`src/rtl/score_pkg.sv`:
```
// Shared types for the ping-pong scoreboard.
// Two-digit BCD scores, game state and digit limits.
package score_pkg;

  typedef enum logic {
    PLAY,
    WON
  } state_t;

  typedef logic [3:0] bcd_t;

  localparam bcd_t BCD_MAX_DIGIT = 4'd9;

endpackage

```
`src/rtl/score_display_ctrl_if.sv`:
```
// Point inputs and display outputs of the scoreboard.
// The controller sits on the slave side.
interface score_display_ctrl_if;
  import score_pkg::*;

  logic       pt_p1;
  logic       pt_p2;
  logic       new_game;
  bcd_t       p1_tens;
  bcd_t       p1_ones;
  bcd_t       p2_tens;
  bcd_t       p2_ones;
  logic [3:0] dis;
  logic       game_over;
  logic       winner;

  modport master (
    output pt_p1, pt_p2, new_game,
    input  p1_tens, p1_ones,
    input  p2_tens, p2_ones,
    input  dis, game_over, winner
  );

  modport slave (
    input  pt_p1, pt_p2, new_game,
    output p1_tens, p1_ones,
    output p2_tens, p2_ones,
    output dis, game_over, winner
  );

endinterface

```
`src/rtl/score_display_ctrl_bcd_cnt2.sv`:
```
// Two-digit saturating BCD counter, 00..99.
// Also exposes the next tens digit for registered blanking.
module bcd_cnt2
  import score_pkg::*;
(
  input  logic       clk,
  input  logic       rst,
  input  logic       inc,
  input  logic       clr,
  output bcd_t       tens,
  output bcd_t       ones,
  output bcd_t       nxt_tens,
  output logic [6:0] bin
);

  bcd_t tens_q, tens_d;
  bcd_t ones_q, ones_d;
  logic at_max;

  assign at_max = (tens_q == BCD_MAX_DIGIT) &&
                  (ones_q == BCD_MAX_DIGIT);

  always_comb begin
    tens_d = tens_q;
    ones_d = ones_q;
    if (clr) begin
      tens_d = 4'd0;
      ones_d = 4'd0;
    end else if (inc && !at_max) begin
      if (ones_q == BCD_MAX_DIGIT) begin
        ones_d = 4'd0;
        tens_d = tens_q + 4'd1;
      end else begin
        ones_d = ones_q + 4'd1;
      end
    end
  end

  always_ff @(posedge clk) begin
    if (rst) begin
      tens_q <= 4'd0;
      ones_q <= 4'd0;
    end else begin
      tens_q <= tens_d;
      ones_q <= ones_d;
    end
  end

  assign tens     = tens_q;
  assign ones     = ones_q;
  assign nxt_tens = tens_d;
  assign bin      = ({3'd0, tens_q} * 7'd10) +
                    {3'd0, ones_q};

endmodule

```
`src/rtl/score_display_ctrl.sv`:
```
// Ping-pong scoreboard: scores, win rule, blink
// of the winner's digits and leading-zero blanking.
module score_display_ctrl
  import score_pkg::*;
#(
  parameter int WIN_SCORE  = 11,
  parameter int WIN_MARGIN = 2,
  parameter int BLINK_DIV  = 25_000_000
) (
  input  logic                 clk,
  input  logic                 rst,
  score_display_ctrl_if.slave  bus
);

  localparam int CW = $clog2(BLINK_DIV);

  state_t        state_q, state_d;
  logic          winner_q, winner_d;
  logic [CW-1:0] cnt_q, cnt_d;
  logic          off_q, off_d;
  logic [3:0]    dis_q, dis_d;

  bcd_t       p1_t, p1_o, p1_nt;
  bcd_t       p2_t, p2_o, p2_nt;
  logic [6:0] p1_bin, p2_bin;
  logic [7:0] p1_nxt, p2_nxt;
  logic       pt_ok, inc1, inc2;
  logic       win1, win2, blank;

  assign pt_ok = (state_q == PLAY) &&
                 !bus.new_game &&
                 (bus.pt_p1 ^ bus.pt_p2);

  // A saturated score ignores the point, so it cannot trigger a win.
  assign inc1 = pt_ok && bus.pt_p1 &&
                (p1_bin != 7'd99);
  assign inc2 = pt_ok && bus.pt_p2 &&
                (p2_bin != 7'd99);

  assign p1_nxt = {1'b0, p1_bin} + 8'd1;
  assign p2_nxt = {1'b0, p2_bin} + 8'd1;

  assign win1 = inc1 &&
    (p1_nxt >= 8'(WIN_SCORE)) &&
    (p1_nxt >= {1'b0, p2_bin} + 8'(WIN_MARGIN));
  assign win2 = inc2 &&
    (p2_nxt >= 8'(WIN_SCORE)) &&
    (p2_nxt >= {1'b0, p1_bin} + 8'(WIN_MARGIN));

  bcd_cnt2 u_p1 (
    .clk      (clk),
    .rst      (rst),
    .inc      (inc1),
    .clr      (bus.new_game),
    .tens     (p1_t),
    .ones     (p1_o),
    .nxt_tens (p1_nt),
    .bin      (p1_bin)
  );

  bcd_cnt2 u_p2 (
    .clk      (clk),
    .rst      (rst),
    .inc      (inc2),
    .clr      (bus.new_game),
    .tens     (p2_t),
    .ones     (p2_o),
    .nxt_tens (p2_nt),
    .bin      (p2_bin)
  );

  always_comb begin
    state_d  = state_q;
    winner_d = winner_q;
    cnt_d    = cnt_q;
    off_d    = off_q;
    unique case (state_q)
      PLAY: begin
        if (win1 || win2) begin
          state_d  = WON;
          winner_d = win2;
          cnt_d    = '0;
          off_d    = 1'b0;
        end
      end
      WON: begin
        if (cnt_q == CW'(BLINK_DIV - 1)) begin
          cnt_d = '0;
          off_d = ~off_q;
        end else begin
          cnt_d = cnt_q + 1'b1;
        end
      end
      default: state_d = PLAY;
    endcase
    if (bus.new_game) begin
      state_d  = PLAY;
      winner_d = 1'b0;
      cnt_d    = '0;
      off_d    = 1'b0;
    end
  end

  // Blanking is built from next-state values so it lands with the digits.
  assign blank = (state_d == WON) && off_d;

  always_comb begin
    dis_d    = 4'b0000;
    dis_d[3] = (p1_nt == 4'd0) ||
               (blank && !winner_d);
    dis_d[2] = blank && !winner_d;
    dis_d[1] = (p2_nt == 4'd0) ||
               (blank && winner_d);
    dis_d[0] = blank && winner_d;
  end

  always_ff @(posedge clk) begin
    if (rst) begin
      state_q  <= PLAY;
      winner_q <= 1'b0;
      cnt_q    <= '0;
      off_q    <= 1'b0;
      dis_q    <= 4'b1010;
    end else begin
      state_q  <= state_d;
      winner_q <= winner_d;
      cnt_q    <= cnt_d;
      off_q    <= off_d;
      dis_q    <= dis_d;
    end
  end

  assign bus.p1_tens   = p1_t;
  assign bus.p1_ones   = p1_o;
  assign bus.p2_tens   = p2_t;
  assign bus.p2_ones   = p2_o;
  assign bus.dis       = dis_q;
  assign bus.game_over = (state_q == WON);
  assign bus.winner    = winner_q;

endmodule

```
`src/flat_wrapper.sv`:
```
// flat-port wrapper written by rule: the top's interface ports become plain ports
module score_display_ctrl_flat import score_pkg::*;
#(
  parameter int WIN_SCORE  = 11,
  parameter int WIN_MARGIN = 2,
  parameter int BLINK_DIV  = 25_000_000
)
  (clk, rst, bus_pt_p1, bus_pt_p2, bus_new_game, bus_p1_tens, bus_p1_ones, bus_p2_tens, bus_p2_ones, bus_dis, bus_game_over, bus_winner);
  score_display_ctrl_if bus_i ();
  input  logic clk;
  input  logic rst;
  input wire logic [$bits(bus_i.pt_p1)-1:0] bus_pt_p1;
  input wire logic [$bits(bus_i.pt_p2)-1:0] bus_pt_p2;
  input wire logic [$bits(bus_i.new_game)-1:0] bus_new_game;
  output wire logic [$bits(bus_i.p1_tens)-1:0] bus_p1_tens;
  output wire logic [$bits(bus_i.p1_ones)-1:0] bus_p1_ones;
  output wire logic [$bits(bus_i.p2_tens)-1:0] bus_p2_tens;
  output wire logic [$bits(bus_i.p2_ones)-1:0] bus_p2_ones;
  output wire logic [$bits(bus_i.dis)-1:0] bus_dis;
  output wire logic [$bits(bus_i.game_over)-1:0] bus_game_over;
  output wire logic [$bits(bus_i.winner)-1:0] bus_winner;
  assign bus_i.pt_p1 = bus_pt_p1;
  assign bus_i.pt_p2 = bus_pt_p2;
  assign bus_i.new_game = bus_new_game;
  assign bus_p1_tens = bus_i.p1_tens;
  assign bus_p1_ones = bus_i.p1_ones;
  assign bus_p2_tens = bus_i.p2_tens;
  assign bus_p2_ones = bus_i.p2_ones;
  assign bus_dis = bus_i.dis;
  assign bus_game_over = bus_i.game_over;
  assign bus_winner = bus_i.winner;
  score_display_ctrl #(.WIN_SCORE(WIN_SCORE), .WIN_MARGIN(WIN_MARGIN), .BLINK_DIV(BLINK_DIV)) u_core (.clk(clk), .rst(rst), .bus(bus_i));
endmodule
```
`config.mk`:
```
export PLATFORM = sky130hd
export DESIGN_NAME = score_display_ctrl_flat
export DESIGN_NICKNAME = d
export VERILOG_FILES = /design/src/rtl/score_pkg.sv /design/src/rtl/score_display_ctrl_if.sv /design/src/rtl/score_display_ctrl_bcd_cnt2.sv /design/src/rtl/score_display_ctrl.sv /design/src/flat_wrapper.sv
export SDC_FILE = /design/constraint.sdc
export NUM_CORES = 1
export LEC_CHECK = 0
export ABC_AREA = 1
export BUFFER_PORTS_ARGS = -buffer_cell sky130_fd_sc_hd__clkbuf_2
export CORE_AREA = 5 5 121 152
export DETAILED_ROUTE_END_ITERATION = 8
export DIE_AREA = 0 0 126 157
export PLACE_DENSITY_LB_ADDON = 0.05
export SLEW_MARGIN = 20
export SYNTH_ARGS = -nofsm -noshare
export SYNTH_HDL_FRONTEND = slang
export SYNTH_SLANG_ARGS = --single-unit
```
`constraint.sdc`:
```
create_clock -name clk -period 3.5 [get_ports clk]
set_clock_uncertainty 0.1 [all_clocks]
set_input_delay 0.7 -clock clk [delete_from_list [all_inputs] [get_ports clk]]
set_output_delay 0.7 -clock clk [all_outputs]
set_load 0.02 [all_outputs]
```
---- Word-level counts from Yosys, hierarchy flattened ----
Index checks and enable logic that the tools add are counted.
storage, ports and cells
  flip-flop bits (word level) ............. 48
  logic and storage cells ................. 85
  bits of input ports ..................... 5
  output and inout port bits .............. 22
cells by class
  equality and inequality tests ........... 8
  add/sub/neg operators ................... 11
  order comparisons ....................... 4
  multipliers ............................. 2
  bitwise operators ....................... 3
  mux-type cells .......................... 21
  reductions and logical operators ........ 27
operator list
  operator               number
  $mux 25                2
  $pmux 25 s2            1
  $mux 4                 8
  $add 25x1->25 const B  1
  $eq 25x25->1 const B   1
  $logic_and 1x1->1      17
  $add 4x1->4 const B    4
  $add 7x1->8 const B    2
  $add 7x2->8 const B    2
  $eq 4x4->1 const B     4
  $ge 8x4->1 const B     2
  $ge 8x8->1             2
  $add 7x4->7            2
  $ne 7x7->1 const B     2
  $mul 4x3->6 const B    2
  $mux 1                 9
  $logic_not 4->1        2
  $logic_not 1->1        4
  $logic_or 1x1->1       3
  $ne 2x2->1 const B     1
  $not 1->1              2
  $pmux 1 s2             1
  $reduce_or 2->1        1
  $xor 1x1->1            1

---- Longest topological paths before layout ----
Gate-level depths: netlist (run 1).
  depth after elaboration ................. 14
  mapped depth ............................ 24
  gate-level depth less buffers ........... 23

---- Modules after synthesis ----
A second synthesis (run 1) with hierarchy kept.
unflattened totals
  cell total of the unflattened synthesis .. 628
  area, all modules ....................... 4246.6 um^2
by module, submodules not included
  module                  area an instance (um^2)  times used  seq. area each (um^2)  cells each
  score_display_ctrl      2940.3                   1           640.6                  453
  bcd_cnt2 (u_core.u_p1)  655.6                    1           160.2                  89
  bcd_cnt2 (u_core.u_p2)  650.6                    1           160.2                  86

---- Worst setup path after synthesis (run 1) ----
OpenSTA, ideal clock, no wires.
  kind .................................... register to register
  from .................................... reg u_core.u_p2.tens_q[1] (netlist: u_core.u_p2.tens[1])
  to ...................................... reg u_core.cnt_q[9]
  clock period less this slack ............ 3.255 ns
  path buffers ............................ 1
  cell stages (with the launch flop) ...... 18
  data required time ...................... 3.333 ns
  library setup time ...................... 0.067 ns
  path slack .............................. 0.245 ns
  data arrival time ....................... 3.088 ns
  path through ............................ dfxtp_1 > ha_1 > ha_1 > inv_1 > fa_1 > nand3_1 > nand2_4 > nor3_1 > xor2_1 > ha_1 > nand2_1 > nand2_1 > nand2_2 > nand3_4 > inv_4 > buf_8 > nand2_1 > a21oi_2
between the ends
  cells in the longest elaborated chain, start to end .. 8
  elaborated cells on any way between the ends .. 14
  those cells by class .................... 3 x add/sub; 1 x mul; 3 x order compare; 2 x eq/ne; 5 x reduce/logical
ends and longest elaborated chain
  what                                                    line                                                source
  start, declared                                         score_display_ctrl_bcd_cnt2.sv:16                   bcd_t tens_q, tens_d;
  start signal, assigned                                  score_display_ctrl_bcd_cnt2.sv:44                   tens_q <= tens_d;
  $mul 4x3->6 (*)                                         score_display_ctrl_bcd_cnt2.sv:52                   assign bin = ({3'd0, tens_q} * 7'd10) +
  $add 7x4->7 (*)                                         score_display_ctrl_bcd_cnt2.sv:52
  $add 7x1->8 / $ne 7x7->1 (equally long branches)        score_display_ctrl.sv:41, score_display_ctrl.sv:38
  $ge 8x4->1 / $logic_and 1x1->1 (equally long branches)  score_display_ctrl.sv:47, score_display_ctrl.sv:37
  $logic_and 1x1->1                                       score_display_ctrl.sv:46                            assign win2 = inc2 &&
  $logic_and 1x1->1                                       score_display_ctrl.sv:47                            (p2_nxt >= 8'(WIN_SCORE)) &&
  $logic_or 1x1->1 (*)                                    score_display_ctrl.sv:79                            if (win1 || win2) begin
  $ne 2x2->1 (no source line) (*)                         n/a
  end signal, assigned                                    score_display_ctrl.sv:127                           cnt_q <= cnt_d;
  end, declared                                           score_display_ctrl.sv:19                            logic [CW-1:0] cnt_q, cnt_d;
Mark *: on every way between the ends. The rest lies on a longest branch, timed or not.
A chain may end at the register's enable or synchronous reset.

---- Final worst setup path (run 1) ----
  from .................................... reg u_core.u_p2.tens_q[1] (netlist: u_core.u_p2.tens[1])
  to ...................................... reg u_core.cnt_q[8]
The elaborated chain is that of the path after synthesis.

==> results of run 1 <==
area by class of cell:
class                           count  share of cell area
Clock buffer                        5              0.0252
Tap cell                          220              0.0555
Inverter                          106              0.0827
Timing Repair Buffer               40              0.0474
Multi-Input combinational cell    471               0.585
Clock inverter                      3             0.00933
Sequential cell                    48               0.195
synth_stat cells (all sizes together):
library cell  instances  share of area
xor2                 17          0.035
buf                   3         0.0094
nor2                 47          0.056
a211oi                3         0.0064
o21bai                2         0.0035
nor3b                 2         0.0035
nand2               168           0.16
fa                    4          0.019
xnor2                 3         0.0062
ha                   38           0.11
clkbuf                6         0.0053
inv                 106          0.094
nand3b                1         0.0018
o31ai                 2         0.0035
nand4                22          0.035
o211ai                2         0.0067
dfxtp                48           0.23
nor3                 18          0.027
a31oi                 1         0.0015
o22ai                 1         0.0015
o21ai                35          0.041
or4                   1         0.0018
nor4                  4         0.0094
or2                   3         0.0044
a31o                  1         0.0021
a21oi                36          0.049
nand3                59          0.082
layer usage:
| metal | global-route usage | share of wire | vias to the layer above |
|---|---|---|---|
| met5 | 0 | 0 | - |
| met4 | 0.0388 | 0.017 | 0 |
| met3 | 0.0126 | 0.020 | 13 |
| met2 | 0.232 | 0.52 | 36 |
| li1 | - | - | 2151 |
| met1 | 0.142 | 0.44 | 1874 |
worst register-to-register path, cell delays in order (launching register included):
cell and delay [ps]:
dfxtp_1 320, ha_1 290, ha_1 190, inv_1 60, fa_1 470, nand3_1 160, nand2_4 120, nor3_2 220
xor2_1 180, ha_1 250, nand2_1 60, nand2_1 50, nand2_2 120, nand3_4 160, buf_4 200, a211oi_1 170
power groups by stage:
stage,logic (uW),registers (uW),clock network [uW]
5_1_grt,128,554,626
6_report,111,553,577
3_3_place_gp,112,566,0
3_5_place_dp,111,566,0
2_1_floorplan,70.4,571,0
4_1_cts,112,553,599
kinds of logic after synthesis:
kind of cell | Yosys count
fa+ha+maj | 42
buf+inv | 115
compound gates | 83
simple gates | 325
xor+xnor | 20
flops | 48
per-stage QoR:
step,instance area [um2],cells,setup slack [ps],power [uW]
CTS,4860,888,6.19,1260
floorplan,4270,633,245,641
finish,4960,893,278,1240
global route,4960,893,13.1,1310
detailed placement,4690,880,28.0,677
global placement,4690,880,32.1,678
how the worst max path moves through the flow:
stage / endpoint / cells past startpoint / startpoint / slack, ps
finish: u_core.cnt_q[8]$_SDFFE_PP0N_ / 15 / u_core.u_p2.tens[1]$_SDFF_PP0_ / 280
global route: u_core.cnt_q[8]$_SDFFE_PP0N_ / 21 / u_core.u_p2.ones[1]$_SDFFE_PP0P_ / 10
CTS: u_core.cnt_q[23]$_SDFFE_PP0N_ / 18 / u_core.u_p1.ones[1]$_SDFFE_PP0P_ / 6
detailed placement: u_core.cnt_q[23]$_SDFFE_PP0N_ / 18 / u_core.u_p1.ones[1]$_SDFFE_PP0P_ / 30
global placement: u_core.cnt_q[23]$_SDFFE_PP0N_ / 18 / u_core.u_p1.ones[1]$_SDFFE_PP0P_ / 30
floorplan: u_core.cnt_q[9]$_SDFFE_PP0N_ / 17 / u_core.u_p2.tens[1]$_SDFF_PP0_ / 240
registers in the layout, indices dropped and copies added, names as in the netlist:
register,count
u_core.bus.game_over,1
u_core.bus.dis,4
u_core.off_q,1
u_core.u_p2.tens,4
u_core.u_p1.tens,4
u_core.u_p2.ones,4
u_core.u_p1.ones,4
u_core.cnt_q,25
u_core.bus.winner,1
what timing repair did:
item,in CTS,in global routing
resized for setup,0,20
buffers inserted,0,4
setup endpoints to repair,0,27
cell usage in the layout, fill, tap and decap left out, drive strengths merged, types with 2 or more instances in the layout:
master    n
buf      14
nand2   168
o211ai    2
ha       38
nor2     47
a21oi    36
a211oi    3
xor2     17
inv     106
nor3     18
fa        4
nor4      4
dfxtp    48
or2       3
clkbuf   31
o21bai    2
xnor2     3
nand3    60
o21ai    35
o31ai     2
nand4    22
nor3b     2
==> results.py, run 1 <==
metrics = {
    "outcome": {
        "outcome": "completed",
    },
    "global_routing": {
        "grt_pass1_vias": 4031,
        "grt_max_degree": 24,
        "antenna_found_initial": 0,
        "grt_usage": 0.122,
        "grt_overflow": 0,
        "grt_pass1_wl_mm": 19.8,
    },
    "timing": {
        "max-slew-margin-rel": 0.486,
        "rsz0062_at_grt": "false",
        "holdWs_ps": 374,
        "setup_viol": 0,
        "hold_violations": 0,
        "finalCritPeriodShare": 0.920,
        "final_max_slew_viol_count": 0,
        "fin_setup_tns_ps": 0,
        "fin_crit_ps": 3220,
        "tightest_slew_ps": 771,
        "max_freq_ghz": 0.310,
    },
    "setup_path": {
        "crit_slowest_cell": "fa_1",
        "cp-end-kind": "flop",
        "path_delay_family": "adder cells",
        "worst-path-buf-inv": 2,
        "max_stage_delay_ps": 470,
        "worstReg2RegStart": "u_core.u_p2.tens[1]$_SDFF_PP0_",
        "crit_fanout": 6,
        "reg2reg_depth": 15,
        "setup.worst_path.class": "reg2reg",
        "crit_chain": "ha_1 > ha_1 > inv_1 > fa_1 > nand3_1 > nand2_4 > nor3_2 > xor2_1 > ha_1 > nand2_1 > nand2_1 > nand2_2 > nand3_4 > buf_4 > a211oi_1",
        "crit_top_cell": "ha_1",
        "cp-start-kind": "flop",
        "r2r-end": "u_core.cnt_q[8]$_SDFFE_PP0N_",
        "cp.required_ps": 3610,
        "worst-endpoint-arrival_ps": 3330,
        "rrSetupSlack_ps": 280,
    },
    "routing": {
        "ant_nets": 0,
        "vias": 4074,
        "drc_errors": 0,
        "vias_per_cell": 4.56,
        "firstDrtPassIters": 4,
        "wirelength_mm": 11.9,
        "drt_first_iter_violations": 154,
        "routedWlPerCell_um": 13.4,
    },
    "place": {
        "io_buffers": 26,
        "dp_hpwl_mm": 9.40,
        "finalWeightedCongestion": 0.772,
    },
    "synthesis": {
        "synthDistinctLibCells": 47,
        "synth_fa_ha_area_frac": 0.130,
        "syn_area_per_cell_um2": 6.75,
        "syn_nets": 680,
        "yosysWarnings": 0,
        "synthMuxAreaShare": 0,
        "synth_cells": 633,
        "synth-simple-area-share": 0.380,
        "yosysSeqAreaShare": 0.225,
        "synth-xor-area-share": 0.0410,
        "syn_area_um2": 4270,
        "ys_ff_latch": 48,
        "synth_compound_area_frac": 0.115,
        "synth_top_family_by_area": "simple AND/OR/NAND/NOR gates",
    },
    "floorplanning": {
        "die-area_um2": 19800,
        "initial_utilization": 0.256,
        "die_w_um": 126,
        "core_um2": 16700,
        "die_h_um": 157,
        "row_count": 53,
        "ios": 27,
    },
    "power": {
        "vdd_drop_max_mv": 0.191,
        "internal_power_uw": 925,
        "leakagePower_uw": 0.00225,
        "swShare": 0.255,
        "seqPwrFrac": 0.446,
        "p_switching_uw": 316,
        "clock_power_share": 0.465,
        "powerDensity_nw_per_um2": 250,
        "pwr-share-comb": 0.089,
    },
    "layout": {
        "drive_above_1_share": 0.186,
        "finalCoreUtilization": 0.297,
        "seqCellArea_um2": 966,
        "syn_to_final_growth_pct": 16.1,
        "multiInputGateArea_um2": 2900,
        "fill_cells": 1877,
        "nNetsFinal": 719,
        "antenna-diode-count": 0,
    },
    "clocking": {
        "clock_latency_ps": 300,
        "cts_tree": "yes",
        "cts-htree-levels": 2,
        "cts_max_path_buffers": 2,
        "hold_buffers": 0,
        "cts_made_buffers": 5,
        "clock_sink_count": 48,
        "root_buffer": "clkbuf_16",
        "clk_pin_slew_ps": 80,
    },
    "flow_run": {
        "maxCapViolCount": 0,
    },
    "worst_hold_path": {
        "min_path_type": "reg2reg",
        "whs_path_depth": 2,
        "min-delay-start": "u_core.cnt_q[19]$_SDFFE_PP0N_",
        "hold_end": "u_core.cnt_q[19]$_SDFFE_PP0N_",
    },
}
(Power assumes the default switching activity.)
==> inputs of run 2 (changes only) <==
==> constraint.sdc (replaced) <==
create_clock -name clk -period 3.2 [get_ports clk]
set_clock_uncertainty 0.1 [all_clocks]
set_input_delay 0.64 -clock clk [delete_from_list [all_inputs] [get_ports clk]]
set_output_delay 0.64 -clock clk [all_outputs]
set_load 0.02 [all_outputs]
==> results.py, run 2 (same netlist as run 1, synthesis figures left out) <==
metrics = {
    "outcome": {
        "outcome": "completed",
    },
    "global_routing": {
        "antenna_found_initial": 0,
        "grt_pass1_wl_mm": 19.7,
        "grt_max_degree": 22,
        "grt_usage": 0.123,
        "grt_overflow": 0,
        "grt_pass1_vias": 4046,
    },
    "timing": {
        "fin_crit_ps": 3160,
        "max-slew-margin-rel": 0.686,
        "holdWs_ps": 376,
        "rsz0062_at_grt": "true",
        "final_max_slew_viol_count": 0,
        "fin_setup_tns_ps": 0,
        "setup_viol": 0,
        "finalCritPeriodShare": 0.988,
        "tightest_slew_ps": 467,
        "max_freq_ghz": 0.316,
        "hold_violations": 0,
    },
    "power": {
        "total_power_uw": 1340,
        "powerDensity_nw_per_um2": 260,
        "vdd_drop_max_mv": 0.215,
        "leakagePower_uw": 0.00238,
    },
    "layout": {
        "drive_above_1_share": 0.216,
        "fill_cells": 1879,
        "seqCellArea_um2": 968,
        "nNetsFinal": 741,
        "antenna-diode-count": 0,
        "layout_commonest_cell": "nand2_1",
        "mostFrequentLayoutCells": "152 x nand2_1, 97 x inv_1, 49 x nand3_1",
        "stdcell_area_um2": 5140,
        "largest_reg_flops": 25,
        "multiInputGateArea_um2": 2910,
        "top_register": "u_core.cnt_q",
        "syn_to_final_growth_pct": 20.3,
    },
    "clocking": {
        "cts_max_path_buffers": 2,
        "clk_pin_slew_ps": 70,
        "clock_latency_ps": 290,
        "clock_sink_count": 48,
        "root_buffer": "clkbuf_16",
        "cts-htree-levels": 2,
        "cts_tree": "yes",
        "cts_made_buffers": 5,
        "hold_buffers": 0,
    },
    "setup_path": {
        "cp-start-kind": "flop",
        "crit_path_start": "u_core.u_p1.tens[1]$_SDFF_PP0_",
        "cp-end-kind": "flop",
        "setup.worst_path.class": "reg2reg",
        "worst-endpoint-arrival_ps": 3250,
        "crit_fanout": 5,
        "cp.required_ps": 3290,
        "worstReg2RegStart": "u_core.u_p1.tens[1]$_SDFF_PP0_",
    },
    "routing": {
        "drt_first_iter_violations": 147,
        "drc_errors": 0,
        "vias_per_cell": 4.47,
        "ant_nets": 0,
        "firstDrtPassIters": 4,
        "vias": 4093,
        "routedWlPerCell_um": 13.1,
        "wirelength_mm": 11.9,
    },
    "place": {
        "dp_hpwl_mm": 9.52,
        "dpl-instance-area_um2": 4850,
        "finalWeightedCongestion": 0.753,
        "io_buffers": 26,
    },
    "floorplanning": {
        "row_count": 53,
        "core_um2": 16700,
        "die-area_um2": 19800,
        "initial_utilization": 0.256,
        "ios": 27,
        "die_w_um": 126,
        "die_h_um": 157,
    },
    "worst_hold_path": {
        "min_path_type": "reg2reg",
        "min-delay-start": "u_core.cnt_q[18]$_SDFFE_PP0N_",
    },
    "flow_run": {
        "maxCapViolCount": 0,
    },
}
run 2: changes by cell type in the layout (fill, tap and decap cells not counted), sizes merged:
cell,change
clkbuf,+1
nand3,-1
clkinvlp,-1
buf,+23
run 2: what timing repair did:
action / 4_1_cts / 5_1_grt
setup endpoints to repair: 21 / 33
pin swaps: 3 / 9
buffers inserted: 0 / 5
cloned: 1 / 0
hold endpoints to repair: 0 / 0
gates resized for setup: 7 / 17
run 2: path summary, 6_finish.rpt:
| path | end | slack [ps] | depth (start not counted) |
|---|---|---|---|
| max reg2reg | u_core.bus.game_over$_SDFF_PP0_ | 40 | 20 |
| min | u_core.cnt_q[18]$_SDFFE_PP0N_ | 380 | 2 |
| min reg2reg | u_core.cnt_q[18]$_SDFFE_PP0N_ | 380 | 2 |
| max | u_core.bus.game_over$_SDFF_PP0_ | 40 | 20 |
run 2: stage by stage:
| step | std cells | setup WS (ps) | util |
|---|---|---|---|
| floorplan | 633 | 28.8 | - |
| global placement | 901 | -25.0 | 0.290 |
| global route | 915 | -183 | 0.307 |
| finish | 915 | 37.4 | 0.307 |
| CTS | 910 | -3.85 | 0.301 |
| detailed placement | 901 | -69.1 | 0.290 |
run 2: cell type report:
type | instances | share of cell area
clock inverter | 2 | 0.00682
clock buffer | 6 | 0.0251
inverter | 106 | 0.0789
multi-input combinational | 470 | 0.566
tap | 220 | 0.0536
sequential | 48 | 0.189
timing repair buffer | 63 | 0.0809
run 2: routing by layer:
layer	routed length, um	vias to the layer above	global-route usage	part of all wire
li1	-	2179	-	-
met1	5280	1863	0.138	0.44
met2	6280	38	0.240	0.53
met3	187	13	0.0122	0.016
met4	199	0	0.0388	0.017
met5	0	-	0	0
run 2: where the power goes:
part	internal, uW	switching [uW]	total (uW)
combinational	41.9	85.1	127
clock	368	237	605
sequential	600	3.71	604
run 2: worst max-delay path: stages, from the launching register on:
cell     delay [ps]
dfxtp_1         310
ha_1            290
ha_1            200
inv_1            60
fa_1            440
inv_1            70
nand3_1          70
nand2_1         150
inv_1           100
xor2_1          170
ha_1            270
nand2_1          70
nand2_1          70
nand2_1          60
nand2_1          60
nand2_2          90
nand3_4         120
buf_6           160
buf_4           130
nand2_2          40
inv_1            40
==> inputs of run 3 (changes only) <==
--- a/config.mk
+++ b/config.mk
@@ -11,6 +11,7 @@
 export DETAILED_ROUTE_END_ITERATION = 8
 export DIE_AREA = 0 0 126 157
 export PLACE_DENSITY_LB_ADDON = 0.05
+export RECOVER_POWER = 25
 export SLEW_MARGIN = 20
 export SYNTH_ARGS = -nofsm -noshare
 export SYNTH_HDL_FRONTEND = slang
==> results.py, run 3 (same netlist as run 1, synthesis figures left out) <==
metrics = {
    "clocking": {
        "cts_max_path_buffers": 2,
        "clock_latency_ps": 290,
        "clk_pin_slew_ps": 70,
        "cts-htree-levels": 2,
        "clock_sink_count": 48,
        "cts_tree": "yes",
        "cts_made_buffers": 5,
        "hold_buffers": 0,
        "root_buffer": "clkbuf_16",
    },
    "global_routing": {
        "grt_usage": 0.123,
        "grt_max_degree": 22,
        "grt_pass1_wl_mm": 19.7,
        "antenna_found_initial": 0,
        "grt_pass1_vias": 4046,
        "grt_overflow": 0,
    },
    "power": {
        "vdd_drop_max_mv": 0.215,
        "powerDensity_nw_per_um2": 260,
        "leakagePower_uw": 0.00235,
        "total_power_uw": 1340,
    },
    "layout": {
        "mostFrequentLayoutCells": "152 x nand2_1, 97 x inv_1, 49 x nand3_1",
        "antenna-diode-count": 0,
        "largest_reg_flops": 25,
        "multiInputGateArea_um2": 2910,
        "layout_commonest_cell": "nand2_1",
        "seqCellArea_um2": 968,
        "nNetsFinal": 741,
        "fill_cells": 1883,
        "syn_to_final_growth_pct": 20.0,
        "finalCoreUtilization": 0.307,
        "top_register": "u_core.cnt_q",
        "drive_above_1_share": 0.203,
    },
    "floorplanning": {
        "die_w_um": 126,
        "row_count": 53,
        "core_um2": 16700,
        "initial_utilization": 0.256,
        "ios": 27,
        "die_h_um": 157,
        "die-area_um2": 19800,
    },
    "place": {
        "io_buffers": 26,
        "place_ws_ps": -69.1,
        "dp_hpwl_mm": 9.52,
        "finalWeightedCongestion": 0.753,
    },
    "timing": {
        "max_freq_ghz": 0.316,
        "finalCritPeriodShare": 0.988,
        "fin_crit_ps": 3160,
        "fin_setup_tns_ps": 0,
        "final_max_slew_viol_count": 0,
        "setup_viol": 0,
        "hold_violations": 0,
        "tightest_slew_ps": 467,
        "max-slew-margin-rel": 0.686,
        "holdWs_ps": 376,
        "fin_ws_ps": 37.9,
        "rsz0062_at_grt": "true",
    },
    "routing": {
        "drc_errors": 0,
        "ant_nets": 0,
        "routedWlPerCell_um": 13.1,
        "vias_per_cell": 4.46,
        "vias": 4082,
        "firstDrtPassIters": 4,
        "wirelength_mm": 11.9,
        "drt_first_iter_violations": 144,
    },
    "setup_path": {
        "worstReg2RegStart": "u_core.u_p1.tens[1]$_SDFF_PP0_",
        "crit_fanout": 5,
        "rrSetupSlack_ps": 40,
        "reg2reg_depth": 20,
        "setup.worst_path.class": "reg2reg",
        "crit_end": "u_core.bus.game_over$_SDFF_PP0_",
        "crit_path_start": "u_core.u_p1.tens[1]$_SDFF_PP0_",
        "cp-end-kind": "flop",
        "cp.required_ps": 3290,
        "worst-endpoint-arrival_ps": 3250,
        "cp-start-kind": "flop",
        "r2r-end": "u_core.bus.game_over$_SDFF_PP0_",
    },
    "flow_run": {
        "maxCapViolCount": 0,
    },
    "worst_hold_path": {
        "min_path_type": "reg2reg",
    },
    "outcome": {
        "outcome": "completed",
    },
}
-- run 3: cell count changes in the layout (fill, tap and decap cells not counted) --
cell      before  now
clkbuf_2      26   17
clkbuf_1       1   10
-- run 3: where the power goes --
group / total (uW) / internal (uW) / switching, uW / leakage [uW]
Sequential: 604 / 600 / 3.67 / 0.000389
Combinational: 126 / 41.3 / 85.0 / 0.00188
Clock: 605 / 368 / 237 / 0.0000808
-- run 3: per-stage QoR --
step                instances  cell area (um2)
detailed placement        901             4850
finish                    915             5130
global route              915             5130
global placement          901             4850
floorplan                 633             4270
CTS                       910             5040
-- run 3: worst min-delay path by stage --
stage / from / end / slack [ps] / cells past startpoint
floorplan: u_core.cnt_q[19]$_SDFFE_PP0N_ / u_core.cnt_q[19]$_SDFFE_PP0N_ / 350 / 2
finish: u_core.cnt_q[18]$_SDFFE_PP0N_ / u_core.cnt_q[18]$_SDFFE_PP0N_ / 380 / 2
global placement: u_core.cnt_q[18]$_SDFFE_PP0N_ / u_core.cnt_q[18]$_SDFFE_PP0N_ / 360 / 2
global route: u_core.cnt_q[21]$_SDFFE_PP0N_ / u_core.cnt_q[21]$_SDFFE_PP0N_ / 400 / 2
CTS: u_core.cnt_q[21]$_SDFFE_PP0N_ / u_core.cnt_q[21]$_SDFFE_PP0N_ / 380 / 2
detailed placement: u_core.cnt_q[19]$_SDFFE_PP0N_ / u_core.cnt_q[19]$_SDFFE_PP0N_ / 370 / 2
-- run 3: worst max-delay path: stages (launching register included) --
cell and delay (ps):
dfxtp_1 310, ha_1 290, ha_1 200, inv_1 60, fa_1 440, inv_1 70, nand3_1 70, nand2_1 150
inv_1 100, xor2_1 170, ha_1 270, nand2_1 70, nand2_1 70, nand2_1 60, nand2_1 60, nand2_2 90
nand3_4 120, buf_6 160, buf_4 130, nand2_2 40, inv_1 40
-- run 3: layer usage --
metal  vias to the layer above  global-route usage  share of wire
met3                        13              0.0122          0.016
met2                        37               0.240           0.53
met1                      1854               0.138           0.44
met4                         0              0.0388          0.017
met5                         -                   0              0
li1                       2178                   -              -
-- run 3: area by class of cell --
type	instances	share of cell area
multi-input combinational	470	0.567
sequential	48	0.189
inverter	106	0.0791
timing repair buffer	63	0.0788
tap	220	0.0537
clock buffer	6	0.0251
clock inverter	2	0.00683
-- run 3: timing repair --
action                                  4_1_cts  5_1_grt
setup buffers                                 0        5
cloned                                        1        0
endpoints found under the setup margin       21       33
gates resized for setup                       7       17
pin swaps                                     3        9
